<file path="config.mk">
export PLATFORM = sky130hd
export DESIGN_NAME = rf_access_seq
export DESIGN_NICKNAME = d
export VERILOG_FILES = /design/src/rtl/rf_access_seq.sv
export SDC_FILE = /design/constraint.sdc
export NUM_CORES = 1
export LEC_CHECK = 0
export ABC_AREA = 1
export ABC_CLOCK_PERIOD_IN_PS = 2340
export CORE_ASPECT_RATIO = 1.5
export CORE_MARGIN = 2
export CORE_UTILIZATION = 42
export DETAILED_ROUTE_END_ITERATION = 6
export HOLD_SLACK_MARGIN = 0.06
export PLACE_DENSITY_LB_ADDON = 0.15
export SETUP_SLACK_MARGIN = 0.5
export SLEW_MARGIN = 25
export SYNTH_ARGS = -nofsm -noshare
export SYNTH_HDL_FRONTEND = slang
export SYNTH_SLANG_ARGS = --single-unit
</file>
<file path="constraint.sdc">
create_clock -name CLK -period 2.34 [get_ports CLK]
set_clock_uncertainty 0.15 [all_clocks]
set_input_delay 0.468 -clock CLK [delete_from_list [all_inputs] [get_ports CLK]]
set_output_delay 0.468 -clock CLK [all_outputs]
set_load 0.03 [all_outputs]
</file>
<file path="src/rtl/rf_access_seq.sv">
// rf_access_seq: sequences one register-file instruction at a time.
//   Accepts an instruction and reads its rs/rt operands from the register file.
//   Presents the operands to the execute stage.
//   If the instruction writes back, waits for the result and writes it to the
//   destination register.
//   Pulses Done when the instruction retires.
//
// Optional feature, selected at build time by the macro RF_ZERO_GUARD_EN:
//   defined   - a write to destination register 0 is suppressed (Done still pulses).
//   undefined - register 0 is written like any other register.
//
// Ports
//   CLK, RST           clock; synchronous active-high reset
//   Inst_valid/ready   instruction handshake; Inst (32b) and Wb_en sampled on accept
//   Op_valid/ready     operand handshake to execute; A = Mem[rs], B = Mem[rt]
//   Res_valid, Res     execute result, used only while waiting for it
//   R_reg1/2, R_data1/2  register file read ports (data is combinational)
//   W, W_reg, W_data   register file write port
//   Done               one-cycle retire pulse
module rf_access_seq (
  input  logic        CLK,
  input  logic        RST,
  input  logic        Inst_valid,
  output logic        Inst_ready,
  input  logic [31:0] Inst,
  input  logic        Wb_en,
  output logic        Op_valid,
  input  logic        Op_ready,
  output logic [31:0] A,
  output logic [31:0] B,
  input  logic        Res_valid,
  input  logic [31:0] Res,
  output logic [4:0]  R_reg1,
  output logic [4:0]  R_reg2,
  input  logic [31:0] R_data1,
  input  logic [31:0] R_data2,
  output logic        W,
  output logic [4:0]  W_reg,
  output logic [31:0] W_data,
  output logic        Done
);

  typedef enum logic [2:0] {
    StIdle,
    StRead,
    StIssue,
    StWaitRes,
    StWrite
  } state_e;

  state_e      state_q, state_d;
  logic [31:0] inst_q;
  logic        wb_en_q;
  logic [31:0] a_q, b_q, w_data_q;

  logic        idle_ready;
  logic        accept;
  logic        write_cyc;
  logic        done_cyc;
  logic [4:0]  dest;
  logic        write_allowed;

  // R-type (opcode 0) writes rd, everything else writes rt.
  assign dest = (inst_q[31:26] == 6'd0) ? inst_q[15:11] : inst_q[20:16];

`ifdef RF_ZERO_GUARD_EN
  assign write_allowed = (dest != 5'd0);
`else
  assign write_allowed = 1'b1;
`endif

  always_ff @(posedge CLK) begin
    if (RST) begin
      state_q  <= StIdle;
      inst_q   <= '0;
      wb_en_q  <= 1'b0;
      a_q      <= '0;
      b_q      <= '0;
      w_data_q <= '0;
    end else begin
      state_q <= state_d;
      if (accept) begin
        inst_q  <= Inst;
        wb_en_q <= Wb_en;
      end
      if (state_q == StRead) begin
        a_q <= R_data1;
        b_q <= R_data2;
      end
      if ((state_q == StWaitRes) && Res_valid) begin
        w_data_q <= Res;
      end
    end
  end

  always_comb begin
    state_d    = state_q;
    idle_ready = 1'b0;
    accept     = 1'b0;
    Op_valid   = 1'b0;
    write_cyc  = 1'b0;
    done_cyc   = 1'b0;
    unique case (state_q)
      StIdle: begin
        idle_ready = 1'b1;
        if (Inst_valid) begin
          accept  = 1'b1;
          state_d = StRead;
        end
      end
      StRead: begin
        state_d = StIssue;
      end
      StIssue: begin
        Op_valid = 1'b1;
        if (Op_ready) begin
          if (wb_en_q) begin
            state_d = StWaitRes;
          end else begin
            done_cyc = 1'b1;
            state_d  = StIdle;
          end
        end
      end
      StWaitRes: begin
        if (Res_valid) begin
          state_d = StWrite;
        end
      end
      StWrite: begin
        write_cyc = write_allowed;
        done_cyc  = 1'b1;
        state_d   = StIdle;
      end
      default: begin
        state_d = StIdle;
      end
    endcase
  end

  // Reset abandons any in-flight instruction immediately: no accept, write or retire.
  assign Inst_ready = idle_ready & ~RST;
  assign W          = write_cyc & ~RST;
  assign Done       = done_cyc & ~RST;

  assign A      = a_q;
  assign B      = b_q;
  assign R_reg1 = inst_q[25:21];
  assign R_reg2 = inst_q[20:16];
  assign W_reg  = dest;
  assign W_data = w_data_q;

endmodule
</file>
==> impl_metrics.yaml, run 1 <==
timing:
  finalCritPeriodShare_pct: 89.5
  rsz0062_at_grt: "true"
  maxSlewHeadroom_pct: 58.0
  layout_min_cycle_time_ns: 2.09
  finalSetupViolCount: 0
  hold_viol: 0
  setup_tns_ns: 0
  max_freq_mhz: 478
  worstMarginPinSlew_ns: 0.629
  slew_viol_final: 0
place:
  dpl_cell_area_um2: 6840
  io_buffer_count: 237
  place_inst: 908
  place.detailed.hpwl_um: 9270
  place.gp.congestion: 0.861
global_route:
  grt_usage_pct: 23.2
  antenna_found_initial: 0
  grtUsageMet2_pct: 39.8
  gr-total-overflow: 0
  grt_pass1_wl_um: 21200
  met1_usage_pct: 23.1
  use_met3_pct: 8.54
  busiest_layer: "met2"
  grt_max_degree: 66
  grt_pass1_vias: 4534
final_layout:
  fin_cells: 952
  final_layout_size_suffix_gt1_share_pct: 10.9
  fill_cells: 895
  diodes: 0
  fin_area_um2: 7530
  fin_nets: 932
  syn2layout_area_growth_pct: 65.6
logic_synthesis:
  yosysSeqAreaShare_pct: 53.3
  synth_top_family_by_area: "simple AND/OR/NAND/NOR gates"
  synth_area_leader_cell: "dfxtp_1"
  synthMuxAreaShare_pct: 0
  synth-edff-count: 0
  synth_cell_types: 23
  ys_top_cells_by_area: "dfxtp_1 (53%), nor2_1 (11%), o21ai_0 (8.0%)"
  netlist_area_um2: 4550
  synth_fa_ha_area_share_pct: 0
  ys_ff_latch: 121
  avgSynthCellArea_um2: 7.99
  synth.most_common_cell: "nor2_1"
  synthCells: 569
  async_flop_share_pct: 0
  synth-simple-area-share_pct: 19.9
  synthTopCellsByCount: "nor2_1 (135), dfxtp_1 (121), o21ai_0 (73), a21oi_1 (58), nand2_1 (42)"
  synthFlopType: "dfxtp_1"
  yosys_warnings: 0
  synth_compound_area_share_pct: 16.6
  syn_nets: 703
  synth-xor-area-share_pct: 0
  synth_top_area_share_pct: 53.3
setup_path:
  worstPathRequired_ns: 1.72
  worstSetupEndpointType: "output pin"
  critPathLaunch: "inst_q[29]$_SDFFE_PP0P_"
  arrival_ns: 1.48
  r2r_setup_slack_ns: 0.59
  endpoint: "W_reg[2]"
  r2r_cells: 6
  cp_max_fo: 8
  rr_startpoint: "state_q[1]$_SDFFE_PP0P_"
  reg2reg_to: "W_data[8]$_SDFFE_PP0P_"
  worstSetupPathType: "reg -> out"
  critPathLaunchType: "flop"
routing:
  wl_per_cell_um: 14.5
  viasPerCell: 4.92
  first_pass_iters: 4
  ant_nets: 0
  drtIter0Drc: 168
  drc_errors: 0
  routed_wirelength_um: 13800
  vias: 4685
floorplan:
  dieArea_um2: 11700
  start_util_pct: 42.9
  core_um2: 10600
  die_x_um: 89.0
  die_h_um: 131
  rows: 46
  pin_count: 249
power_and_ir_drop:
  total_power_mw: 7.71
  vdd_drop_max_mv: 0.632
  p_leak_nw: 3.44
  powerDensity_nw_per_um2: 1020
clock_tree:
  cts.htree.levels: 4
  clk_pin_slew_ns: 0.05
  clock_latency_ns: 0.40
  cts_buffers: 17
  cts_root_buf: "clkbuf_16"
  tritoncts: "done"
  clock_path_buffers: 2
  cts_sinks: 121
flow_run:
  maxCapViolations: 0
run_status:
  outcome: "finished clean"
worst_hold_path:
  hp-class: "reg -> reg"
[critical path: stages, from the launching register on]
cell,delay [ns]
dfxtp_2,0.32
nor2_2,0.09
nand4_1,0.11
buf_6,0.16
buf_6,0.12
nand2_2,0.05
o21ai_1,0.06
buf_4,0.17
[per-stage QoR]
| stage | setup slack [ns] | util (%) | hold WS (ns) |
|---|---|---|---|
| finish | 0.246 | 71.1 | 0.293 |
| detailed placement | -0.0268 | 64.6 | 0.290 |
| floorplan | 0.343 | - | 0.273 |
| CTS | 0.219 | 70.4 | 0.295 |
| global placement | 0.0505 | 64.6 | 0.282 |
| global route | 0.174 | 71.1 | 0.316 |
[routing by layer]
metal / up-vias / part of all wire [%]
met1: 2149 / 36
met2: 188 / 51
met3: 47 / 8.4
met4: 0 / 4.7
li1: 2301 / -
met5: - / 0
[registers in the layout, indices dropped and copies added, names as in the netlist]
name	cells
W_data	32
A	32
B	32
wb_en_q	1
inst_q	21
state_q	3
[how the worst min path moves through the flow]
stage,startpoint,to,slack [ns],cells after the start
final,inst_q[21]$_SDFFE_PP0P_,inst_q[21]$_SDFFE_PP0P_,0.29,2
after global routing,inst_q[21]$_SDFFE_PP0P_,inst_q[21]$_SDFFE_PP0P_,0.32,2
after CTS,inst_q[21]$_SDFFE_PP0P_,inst_q[21]$_SDFFE_PP0P_,0.29,2
after detailed placement,inst_q[13]$_SDFFE_PP0P_,inst_q[13]$_SDFFE_PP0P_,0.29,2
after global placement,inst_q[22]$_SDFFE_PP0P_,inst_q[22]$_SDFFE_PP0P_,0.28,2
after floorplan,inst_q[29]$_SDFFE_PP0P_,inst_q[29]$_SDFFE_PP0P_,0.27,2
[cell families (layout without fill, tap and decap cells)]
group                  after synthesis  in the layout
and+or+nand+nor                    219            220
DFF                                121            121
AOI/OAI and AO/OA                  150            150
buffers and inverters               79            317
[power breakdown]
part           internal (mW)  switching, mW
Combinational          0.916           1.60
Clock                   1.70          0.856
Sequential              2.45          0.194
[what timing repair did]
| action | 4_1_cts | 5_1_grt |
|---|---|---|
| gates cloned | 0 | 1 |
| pin swaps | 5 | 7 |
| setup endpoints to repair | 160 | 59 |
| resized for setup | 169 | 18 |
| hold buffers | 0 | 0 |
| setup buffers | 11 | 3 |
[placed cells by master (no fill, tap or decap), types with 4 or more instances in the layout]
cell | synthesis | final
nand2_2 | 1 | 4
nor2_1 | 135 | 132
a21oi_1 | 58 | 57
inv_1 | 26 | 24
dfxtp_1 | 121 | 117
clkinv_2 | 0 | 6
buf_4 | 12 | 17
clkbuf_16 | 0 | 17
o21ai_0 | 73 | 69
nand2_1 | 42 | 38
o21ai_1 | 18 | 20
buf_6 | 15 | 9
clkdlybuf4s50_1 | 0 | 120
nand3_1 | 35 | 33
dlygate4sd2_1 | 0 | 107
[cell type report]
cell class / count / area [um^2] / share of cell area (%)
Sequential cell: 121 / 2430 / 32.3
Inverter: 29 / 116 / 1.55
Timing Repair Buffer: 259 / 2470 / 32.8
Multi-Input combinational cell: 370 / 1750 / 23.2
Tap cell: 144 / 180 / 2.39
Clock buffer: 19 / 453 / 6.02
Clock inverter: 10 / 128 / 1.69
Note: power is estimated with default switching activity, not from simulation.
==> inputs of run 2 (changes only) <==
--- a/config.mk
+++ b/config.mk
@@ -7,6 +7,7 @@
 export LEC_CHECK = 0
 export ABC_AREA = 1
 export ABC_CLOCK_PERIOD_IN_PS = 2340
+export CAP_MARGIN = 25
 export CORE_ASPECT_RATIO = 1.5
 export CORE_MARGIN = 2
 export CORE_UTILIZATION = 42
==> constraint.sdc (replaced) <==
create_clock -name CLK -period 2.34 [get_ports CLK]
set_clock_uncertainty 0.15 [all_clocks]
set_input_delay 0.468 -clock CLK [delete_from_list [all_inputs] [get_ports CLK]]
set_output_delay 0.468 -clock CLK [all_outputs]
set_load 0.005 [all_outputs]
==> impl_metrics.yaml, run 2 (synthesized netlist as in run 1, its figures left out) <==
run_status:
  outcome: "finished clean"
setup_path:
  r2r_setup_slack_ns: 0.64
  critPathLaunchType: "flop"
  worstSetupEndpointType: "output pin"
  rr_startpoint: "state_q[1]$_SDFFE_PP0P_"
  arrival_ns: 1.40
  worstPathRequired_ns: 1.72
  cp_max_fo: 5
  worstSetupPathType: "reg -> out"
  reg2reg_to: "B[30]$_SDFFE_PP0N_"
  r2r_cells: 5
global_route:
  grt_max_degree: 66
  antenna_found_initial: 0
  grt_pass1_wl_um: 21300
  grt_pass1_vias: 4482
  gr-total-overflow: 0
  grt_usage_pct: 23.1
worst_hold_path:
  hp-start: "inst_q[22]$_SDFFE_PP0P_"
  hp-class: "reg -> reg"
  worstHoldEndpoint: "inst_q[22]$_SDFFE_PP0P_"
  whs_path_depth: 2
place:
  place.detailed.hpwl_um: 9340
  io_buffer_count: 237
  dpl_cell_area_um2: 6850
  place.gp.congestion: 0.841
routing:
  first_pass_iters: 4
  drtIter0Drc: 140
  wl_per_cell_um: 14.6
  routed_wirelength_um: 13900
  vias: 4679
  ant_nets: 0
  drc_errors: 0
  viasPerCell: 4.91
timing:
  worstMarginPinSlew_ns: 0.636
  finalCritPeriodShare_pct: 86.2
  rsz0062_at_grt: "true"
  setup_tns_ns: 0
  finalSetupViolCount: 0
  hold_slack_ns: 0.291
  layout_min_cycle_time_ns: 2.02
  hold_viol: 0
  slew_viol_final: 0
  maxSlewHeadroom_pct: 57.6
  max_freq_mhz: 496
flow_run:
  maxCapViolations: 0
clock_tree:
  cts.htree.levels: 4
  tritoncts: "done"
  clock_latency_ns: 0.40
  clock_path_buffers: 2
  cts_sinks: 121
  cts_root_buf: "clkbuf_16"
  cts_buffers: 17
  clk_pin_slew_ns: 0.05
  hold_buffers: 0
final_layout:
  final_common_cell: "nor2_1"
  syn2layout_area_growth_pct: 64.3
  diodes: 0
  fin_area_um2: 7470
  fin_nets: 930
  final_layout_size_suffix_gt1_share_pct: 12.0
  final_cell_mix: "nor2_1 (131), clkdlybuf4s50_1 (120), dfxtp_1 (112)"
floorplan:
  dieArea_um2: 11700
  rows: 46
  start_util_pct: 42.9
  core_um2: 10600
  pin_count: 249
  die_h_um: 131
  die_x_um: 89.0
power_and_ir_drop:
  total_power_mw: 7.08
  vdd_drop_max_mv: 0.737
  powerDensity_nw_per_um2: 948
  p_leak_nw: 3.44
==> run 2: cell types whose count changed in the layout (fill, tap and decap cells not counted), moves of 2 or more <==
cell / previous run / this run
buf_12: 3 / 1
buf_2: 0 / 9
buf_4: 17 / 15
buf_6: 9 / 5
buf_8: 2 / 0
clkinv_2: 6 / 3
clkinv_4: 0 / 2
clkinvlp_4: 1 / 3
dfxtp_1: 117 / 112
dfxtp_2: 1 / 7
nand2_2: 4 / 6
o21ai_2: 1 / 4
==> run 2: critical path: stages, from the launching register on <==
cell and delay [ns]:
dfxtp_2 0.32, nor2_2 0.09, nand4_1 0.18, buf_6 0.19
o21ai_2 0.10, buf_2 0.13
==> run 2: where the power goes <==
group	internal (mW)	switching (mW)	leakage, nW
Sequential	2.45	0.195	0.995
Clock	1.76	0.911	0.295
Combinational	0.856	0.910	2.15
==> run 2: worst max-delay path by stage <==
| stage | start | end | slack, ns | cells after the start |
|---|---|---|---|---|
| 3_5_place_dp | RST | Inst_ready | -0.05 | 3 |
| 2_1_floorplan | RST | W | 0.62 | 3 |
| 3_3_place_gp | Op_ready | Done | -0.04 | 4 |
| 6_report | inst_q[29]$_SDFFE_PP0P_ | W_reg[4] | 0.32 | 5 |
| 4_1_cts | inst_q[26]$_SDFFE_PP0P_ | W_reg[0] | 0.30 | 5 |
| 5_1_grt | inst_q[29]$_SDFFE_PP0P_ | W_reg[1] | 0.23 | 5 |
==> run 2: what timing repair did <==
action                                 in CTS  in global routing
buffers inserted                            0                  7
pin swaps                                   1                  7
gates cloned                                1                  0
gates resized for setup                   163                 26
setup endpoints to repair                 118                 55
endpoints found under the hold margin       0                  0
==> run 2: through the flow <==
stage,instances,worst slack [ns],util [%]
2_1_floorplan,569,0.618,-
3_3_place_gp,913,-0.0418,64.7
3_5_place_dp,913,-0.0544,64.7
4_1_cts,946,0.304,69.4
5_1_grt,953,0.226,70.6
6_report,953,0.322,70.6
==> run 2: routing by layer <==
| metal | routed length (um) | track usage [%] | part of all wire, % |
|---|---|---|---|
| met5 | 0 | 0 | 0 |
| met1 | 5170 | 24.9 | 37 |
| met4 | 492 | 10.5 | 3.5 |
| met3 | 1180 | 9.92 | 8.5 |
| met2 | 7030 | 38.1 | 51 |
==> run 2: layout make-up <==
type	instances	area (um^2)
repair buffers	258	2380
well taps	144	180
inverters	29	114
fillers	915	3120
multi-input cells	369	1740
clock buffers	21	470
flip-flops and latches	121	2440
clock inverters	11	145
